$ cat src/rtl/rshp_pkg.sv
// Shared types and width helpers for the reshaper drain side.
//   bytew/vbytew : byte-count widths derived from the datapath width
//   rshp_state_t : read-controller FSM states
//   rshp_ent_t   : output-queue entry {data, nbyte, last}
package rshp_pkg;

    localparam int unsigned RSHP_DW = 512;

    function automatic int unsigned bytew(input int unsigned dw);
        return $clog2(dw / 8) + 1;
    endfunction

    function automatic int unsigned vbytew(input int unsigned dw);
        return $clog2(dw / 4) + 1;
    endfunction

    localparam int unsigned BYTEW  = bytew(RSHP_DW);
    localparam int unsigned VBYTEW = vbytew(RSHP_DW);

    typedef enum logic [1:0] {
        ST_IDLE  = 2'd0,
        ST_RUN   = 2'd1,
        ST_FLUSH = 2'd2
    } rshp_state_t;

    typedef struct packed {
        logic [RSHP_DW-1:0] data;
        logic [BYTEW-1:0]   nbyte;
        logic               last;
    } rshp_ent_t;

endpackage

$ cat src/rtl/rshp_skid2.sv
// Two-entry valid/ready queue with occupancy output.
//   in_vld/in_rdy/in_data    : push side (in_rdy low only when full)
//   out_vld/out_rdy/out_data : pop side, head held in a register
//   occ                      : current occupancy 0..2
module rshp_skid2 #(
    parameter int unsigned W = 8
) (
    input  logic         clk,
    input  logic         reset,
    input  logic         in_vld,
    output logic         in_rdy,
    input  logic [W-1:0] in_data,
    output logic         out_vld,
    input  logic         out_rdy,
    output logic [W-1:0] out_data,
    output logic [1:0]   occ
);

    logic [W-1:0] e0_q;
    logic [W-1:0] e1_q;
    logic [1:0]   occ_q;
    logic         push;
    logic         pop;

    assign in_rdy   = (occ_q != 2'd2);
    assign out_vld  = (occ_q != 2'd0);
    assign out_data = e0_q;
    assign occ      = occ_q;
    assign push     = in_vld & in_rdy;
    assign pop      = out_vld & out_rdy;

    // e0 is always the head; e1 only holds the second entry when full.
    always_ff @(posedge clk) begin
        if (reset) begin
            e0_q  <= '0;
            e1_q  <= '0;
            occ_q <= 2'd0;
        end else begin
            case (occ_q)
                2'd0: begin
                    if (push) begin
                        e0_q  <= in_data;
                        occ_q <= 2'd1;
                    end
                end
                2'd1: begin
                    case ({push, pop})
                        2'b10: begin
                            e1_q  <= in_data;
                            occ_q <= 2'd2;
                        end
                        2'b01:   occ_q <= 2'd0;
                        2'b11:   e0_q  <= in_data;
                        default: ;
                    endcase
                end
                2'd2: begin
                    if (pop) begin
                        e0_q  <= e1_q;
                        occ_q <= 2'd1;
                    end
                end
                default: occ_q <= 2'd0;
            endcase
        end
    end

endmodule

$ cat src/rtl/rshp_rd_ctrl.sv
// Drain-side controller for the byte-granular reshaper FIFO.
// Slices each command's byte total into chunk-sized beats, reading the
// FIFO only as far as the command needs.
//   cmd_*   : command stream (total bytes, chunk bytes per beat)
//   ffr*    : FIFO read port (request/size out, data/valid back one cycle later)
//   ffvbyte : bytes currently available in the FIFO
//   out_*   : output beat stream (valid/ready), out_last on the final beat
//   done    : one-cycle pulse when the command has fully drained
module rshp_rd_ctrl
    import rshp_pkg::*;
#(
    parameter  int unsigned DW   = RSHP_DW,
    parameter  int unsigned LENW = 24,
    localparam int unsigned BW   = bytew(DW),
    localparam int unsigned VBW  = vbytew(DW)
) (
    input  logic            clk,
    input  logic            reset,
    input  logic            cmd_vld,
    output logic            cmd_rdy,
    input  logic [LENW-1:0] cmd_total_byte,
    input  logic [BW-1:0]   cmd_chunk_byte,
    input  logic [VBW-1:0]  ffvbyte,
    input  logic            ffrempty,
    output logic            ffrreq,
    output logic [BW-1:0]   ffrbyte,
    input  logic [DW-1:0]   ffrdata,
    input  logic            ffrvld,
    output logic            out_vld,
    input  logic            out_rdy,
    output logic [DW-1:0]   out_data,
    output logic [BW-1:0]   out_byte,
    output logic            out_last,
    output logic            done
);

    localparam int unsigned NB = DW / 8;

    rshp_state_t     state_q;
    rshp_state_t     state_d;
    logic [LENW-1:0] rem_q;
    logic [BW-1:0]   chunk_q;
    logic            pend_q;
    logic [BW-1:0]   pend_n_q;
    logic            pend_last_q;

    logic [BW-1:0]   n_c;
    logic            ffv_ok;
    logic            credit_ok;
    logic            accept;
    logic            push;
    logic            pop;
    logic [1:0]      occ;
    logic            q_out_vld;
    logic            unused_in_rdy;
    logic            unused_ffrempty;
    logic [DW-1:0]   masked;
    rshp_ent_t       push_ent;
    rshp_ent_t       head_ent;

    assign unused_ffrempty = ffrempty;

    // Request size: a full chunk, or whatever remains if that is smaller.
    assign n_c    = (LENW'(chunk_q) < rem_q) ? chunk_q : BW'(rem_q);
    assign ffv_ok = (ffvbyte >= VBW'(n_c));
    assign pop    = q_out_vld & out_rdy;
    // Queue slots already spoken for (stored + in flight) must stay below 2.
    assign credit_ok = (({1'b0, occ} + 3'(pend_q) - 3'(pop)) < 3'd2);

    always_ff @(posedge clk) begin
        if (reset) begin
            state_q <= ST_IDLE;
        end else begin
            state_q <= state_d;
        end
    end

    always_comb begin
        state_d = state_q;
        cmd_rdy = 1'b0;
        ffrreq  = 1'b0;
        ffrbyte = '0;
        done    = 1'b0;
        accept  = 1'b0;
        if (!reset) begin
            case (state_q)
                ST_IDLE: begin
                    cmd_rdy = 1'b1;
                    if (cmd_vld) begin
                        accept  = 1'b1;
                        state_d = (cmd_total_byte == '0) ? ST_FLUSH : ST_RUN;
                    end
                end
                ST_RUN: begin
                    if (ffv_ok && credit_ok) begin
                        ffrreq  = 1'b1;
                        ffrbyte = n_c;
                        if (rem_q == LENW'(n_c)) begin
                            state_d = ST_FLUSH;
                        end
                    end
                end
                ST_FLUSH: begin
                    if ((occ == 2'd0) && !pend_q) begin
                        done    = 1'b1;
                        state_d = ST_IDLE;
                    end
                end
                default: state_d = ST_IDLE;
            endcase
        end
    end

    // Command bookkeeping and the in-flight request's size/last tag.
    always_ff @(posedge clk) begin
        if (reset) begin
            rem_q       <= '0;
            chunk_q     <= '0;
            pend_q      <= 1'b0;
            pend_n_q    <= '0;
            pend_last_q <= 1'b0;
        end else begin
            pend_q <= ffrreq;
            if (accept) begin
                rem_q   <= cmd_total_byte;
                chunk_q <= cmd_chunk_byte;
            end
            if (ffrreq) begin
                rem_q       <= rem_q - LENW'(n_c);
                pend_n_q    <= n_c;
                pend_last_q <= (rem_q == LENW'(n_c));
            end
        end
    end

    // Zero every byte beyond the requested count.
    always_comb begin
        masked = '0;
        for (int unsigned i = 0; i < NB; i++) begin
            if (i < 32'(pend_n_q)) begin
                masked[i*8 +: 8] = ffrdata[i*8 +: 8];
            end
        end
    end

    // Data returning after a reset has no matching request and is dropped.
    assign push           = ffrvld & pend_q;
    assign push_ent.data  = masked;
    assign push_ent.nbyte = pend_n_q;
    assign push_ent.last  = pend_last_q;

    rshp_skid2 #(
        .W($bits(rshp_ent_t))
    ) u_q (
        .clk      (clk),
        .reset    (reset),
        .in_vld   (push),
        .in_rdy   (unused_in_rdy),
        .in_data  (push_ent),
        .out_vld  (q_out_vld),
        .out_rdy  (out_rdy),
        .out_data (head_ent),
        .occ      (occ)
    );

    assign out_vld  = q_out_vld;
    assign out_data = head_ent.data;
    assign out_byte = head_ent.nbyte;
    assign out_last = head_ent.last;

endmodule

$ cat config.mk
export PLATFORM = sky130hd
export DESIGN_NAME = rshp_rd_ctrl
export DESIGN_NICKNAME = d
export VERILOG_FILES = /design/src/rtl/rshp_pkg.sv /design/src/rtl/rshp_skid2.sv /design/src/rtl/rshp_rd_ctrl.sv
export SDC_FILE = /design/constraint.sdc
export NUM_CORES = 2
export LEC_CHECK = 0
export BUFFER_PORTS_ARGS = -buffer_cell sky130_fd_sc_hd__buf_2
export CAP_MARGIN = 20
export CORE_AREA = 5 5 416 418
export DETAILED_ROUTE_END_ITERATION = 12
export DIE_AREA = 0 0 421 423
export PLACE_DENSITY = 0.51
export SLEW_MARGIN = 5
export SYNTH_ARGS = -nofsm -noshare
export SYNTH_HDL_FRONTEND = slang
export SYNTH_SLANG_ARGS = --single-unit
$ cat constraint.sdc
create_clock -name clk -period 6.9 [get_ports clk]
set_input_delay 0.69 -clock clk [delete_from_list [all_inputs] [get_ports clk]]
set_output_delay 0.69 -clock clk [all_outputs]
set_load 0.1 [all_outputs]
==> qor.yml <==
dieWidth_microns: 421
syn-cell-area_sq_um: 44500
tritoncts: "built"
clock_sinks: 1084
area_growth_pct: 26.2
cp_num_cells: 17
drtIter0Drc: 4191
r2r_start: "rem_q[6]$_SDFFE_PP0P_"
core_area_sq_um: 169000
endpoint: "ffrbyte[0]"
synth_ff_type: "dfxtp_1"
path_buf_inv: 3
synth_fp_nets: 6288
postCtsSetupBuffers: 0
grt.total_usage: 0.208
synth_cell_types: 67
max-cap-violations: 0
cp.arrival_ps: 5710
path_clk_slew_ps: 50
routed_wl_mm: 197
ant_nets: 0
cp_top_family: "compound AO/OA/AOI/OAI gates"
portBuffers: 1086
crit_slowest_cell: "a211o_1"
clk_latency_ps: 810
hold_viol: 0
synth_fa_ha_area_frac: 0.00562
dieArea_sq_um: 178000
grt_pass1_wl_mm: 285
setup_tns_ps: 0
die_h_microns: 423
fin_crit_sh: 0.927
fill_cells: 18000
peakVddDrop_mv: 0.251
gp_congestion: 0.855
start_util: 0.264
status: "finished, final reports clean"
rr_endpoint: "rem_q[14]$_SDFFE_PP0P_"
synth_top_family_by_area: "simple AND/OR/NAND/NOR gates"
synth_simple_gate_area_frac: 0.272
r2r_slack_ps: 1290
path_cells: "inv_1 -> ha_1 -> nand4b_1 -> or3_1 -> a211o_1 -> o21ai_1 -> ha_1 -> nand2b_1 -> a21o_1 -> a31oi_1 -> o21bai_1 -> a211oi_1 -> a31oi_1 -> nand3_2 -> inv_2 -> and2_1 -> buf_2"
finClkSkew_ps: 32.5
min_period_ps: 6400
synth_edf_count: 0
antenna_found_initial: 83
cp_max_fo: 22
synth_top_area_frac: 0.487
grt_pass1_vias: 41200
synth_area_leaders: "dfxtp_1 49%, nand3_1 12%, a311oi_1 10%"
p_leak_nw: 19.4
critPathKind: "flip-flop to output pin"
fmax_mhz: 156
ctsHoldBuffers: 0
synthArstFlopShare: 0
synth_compound_area_frac: 0.182
drive_above_1_share: 0.217
via_count: 45600
p_per_area_nw_per_um2: 296
io_pins: 1088
cts-root-buf: "clkbuf_16"
synthCells: 5713
synth.mux.area_fraction: 0.00138
wl_per_cell_microns: 22.3
htree_num_levels: 4
slew_viol_final: 0
worstSetupEndpointType: "output pin"
final_net_count: 7035
tightestPinTransition_ps: 1120
critPathMaxStageDelay_ps: 550
r2r_cells: 18
cp.required_ps: 6210
synth_top_area_cell: "dfxtp_1"
rows: 151
min_path_type: "primary input to flip-flop"
setup_ws_ps: 505
drc: 0
yosysSeqAreaShare: 0.487
clockBufferDepth: 3
syn_avg_cell_area_sq_um: 7.80
grt_overflow_total: 0
hpwl_mm: 131
cts_buffers: 131
dp_slack_ps: 1110
startpoint: "rem_q[6]$_SDFFE_PP0P_"
via_per_inst: 5.16
yosys_warnings: 0
drt_first_pass_iters: 5
setup_violations: 0
synth_xor_area_frac: 0.00138
ys_seq_elements: 1084
startpoint_type: "flip-flop"
rsz0062_at_grt: "false"
slew_headroom: 0.251
grt_max_degree: 207
-- per-stage QoR --
| step | hold WS [ps] | util | total power, W | cells | cell area (sq um) |
|---|---|---|---|---|---|
| floorplan | 437 | - | 0.00887 | 5713 | 44500 |
| global placement | 441 | 0.306 | 0.00966 | 8540 | 51600 |
| detailed placement | 447 | 0.306 | 0.00967 | 8543 | 51700 |
| CTS | 0.201 | 0.332 | 0.0169 | 8780 | 56100 |
| global route | 45.5 | 0.333 | 0.0173 | 8817 | 56200 |
| finish | 89.1 | 0.333 | 0.0167 | 8828 | 56200 |
-- synthesized netlist by cell type (12+ instances only) --
master and instances:
or3_1 12, inv_1 23, a21oi_1 567, o21ai_1 14, o21ai_0 14, buf_1 19
a31oi_1 12, nor2_1 579, clkbuf_1 539, dfxtp_1 1084, nor4_1 13, nor3_1 14
a311oi_1 521, ha_1 16, nand2_1 1117, nand3_1 1033
-- cells by family (layout without fill, tap and decap cells) --
family,Yosys count,count (layout)
DFF,1084,1084
and+or+nand+nor,2816,2816
muxes,6,6
buffers and inverters,592,1443
AOI/OAI and AO/OA,1189,1189
other,0,46
adders and majority gates,19,19
xor gates and xnor gates,7,7
-- registers in the layout, summed over array words and instances (netlist names) --
name	cells
u_q.e1_q	520
u_q.out_data	520
rem_q	24
chunk_q	7
pend_n_q	7
state_q	2
u_q.occ	2
pend_last_q	1
pend_q	1
-- report_power, final --
part	leakage [nW]	total, W	internal, W	switching, W
clock network	2.17	0.00713	0.00421	0.00292
registers	8.76	0.00661	0.00647	0.000136
logic	8.45	0.00292	0.000597	0.00233
-- area by class of cell --
class | count | area, sq um | area share
well taps | 2218 | 2780 | 0.0494
diodes | 46 | 115 | 0.00205
clock buffers | 196 | 3820 | 0.0680
multi-input cells | 4037 | 20700 | 0.369
inverters | 27 | 101 | 0.00180
flip-flops and latches | 1084 | 21700 | 0.386
repair buffers | 1179 | 6360 | 0.113
clock inverters | 41 | 606 | 0.0108
-- metal layers --
| layer | part of all wire | GRT usage | wire length [microns] |
|---|---|---|---|
| met1 | 0.42 | 0.259 | 82100 |
| met2 | 0.48 | 0.341 | 94300 |
| met3 | 0.065 | 0.0530 | 12800 |
| met4 | 0.037 | 0.0897 | 7260 |
| met5 | 0.00068 | 0 | 134 |
-- how the worst min path moves through the flow --
| stage | start | endpoint | slack [ps] | cells after the start |
|---|---|---|---|---|
| after global placement | u_q.e1_q[159]$_SDFFE_PP0P_ | u_q.e1_q[159]$_SDFFE_PP0P_ | 440 | 2 |
| after global routing | cmd_chunk_byte[4] | chunk_q[4]$_SDFFE_PP0P_ | 50 | 3 |
| after detailed placement | u_q.e1_q[304]$_SDFFE_PP0P_ | u_q.e1_q[304]$_SDFFE_PP0P_ | 450 | 2 |
| final | cmd_chunk_byte[0] | chunk_q[0]$_SDFFE_PP0P_ | 90 | 3 |
| after floorplan | u_q.e1_q[0]$_SDFFE_PP0P_ | u_q.e1_q[0]$_SDFFE_PP0P_ | 440 | 2 |
| after CTS | cmd_chunk_byte[0] | chunk_q[0]$_SDFFE_PP0P_ | 0.2 | 3 |
-- layout by cell type (no fill, tap or decap), drive strengths merged, types with 5 or more instances in the layout --
| cell | count |
|---|---|
| buf | 1179 |
| nand2 | 1117 |
| dfxtp | 1084 |
| nand3 | 1034 |
| nor2 | 580 |
| a21oi | 567 |
| a311oi | 521 |
| clkbuf | 196 |
| diode | 46 |
| inv | 34 |
| o21ai | 28 |
| clkinv | 23 |
| ha | 16 |
| nor3 | 15 |
| nor4 | 14 |
| or3 | 13 |
| a31oi | 12 |
| bufinv | 9 |
| o21bai | 9 |
| nand3b | 8 |
| or2 | 8 |
| nand2b | 7 |
| a21o | 7 |
| o211ai | 7 |
| a221oi | 6 |
| a211oi | 6 |
| and2 | 6 |
| mux2i | 5 |
| xor2 | 5 |
| o31ai | 5 |
| o311ai | 5 |
-- worst register-to-register path, stage by stage, from the launching register on --
cell	delay [ps]
dfxtp_1	410
inv_1	120
ha_1	320
nand4b_1	120
or3_1	450
a211o_1	560
o21ai_1	400
ha_1	250
fa_1	280
nor2b_1	150
o21ai_0	170
or2_2	340
maj3_1	360
a311o_1	400
o21ai_0	100
a21oi_1	130
or2_1	400
o311ai_0	390
o211ai_1	130
-- repair_timing --
action                                  in CTS  in global routing
endpoints found under the hold margin        0                  0
gates resized for setup                      0                  1
endpoints found under the setup margin       0                  2
No activity file was read; power rests on OpenSTA's default activity.
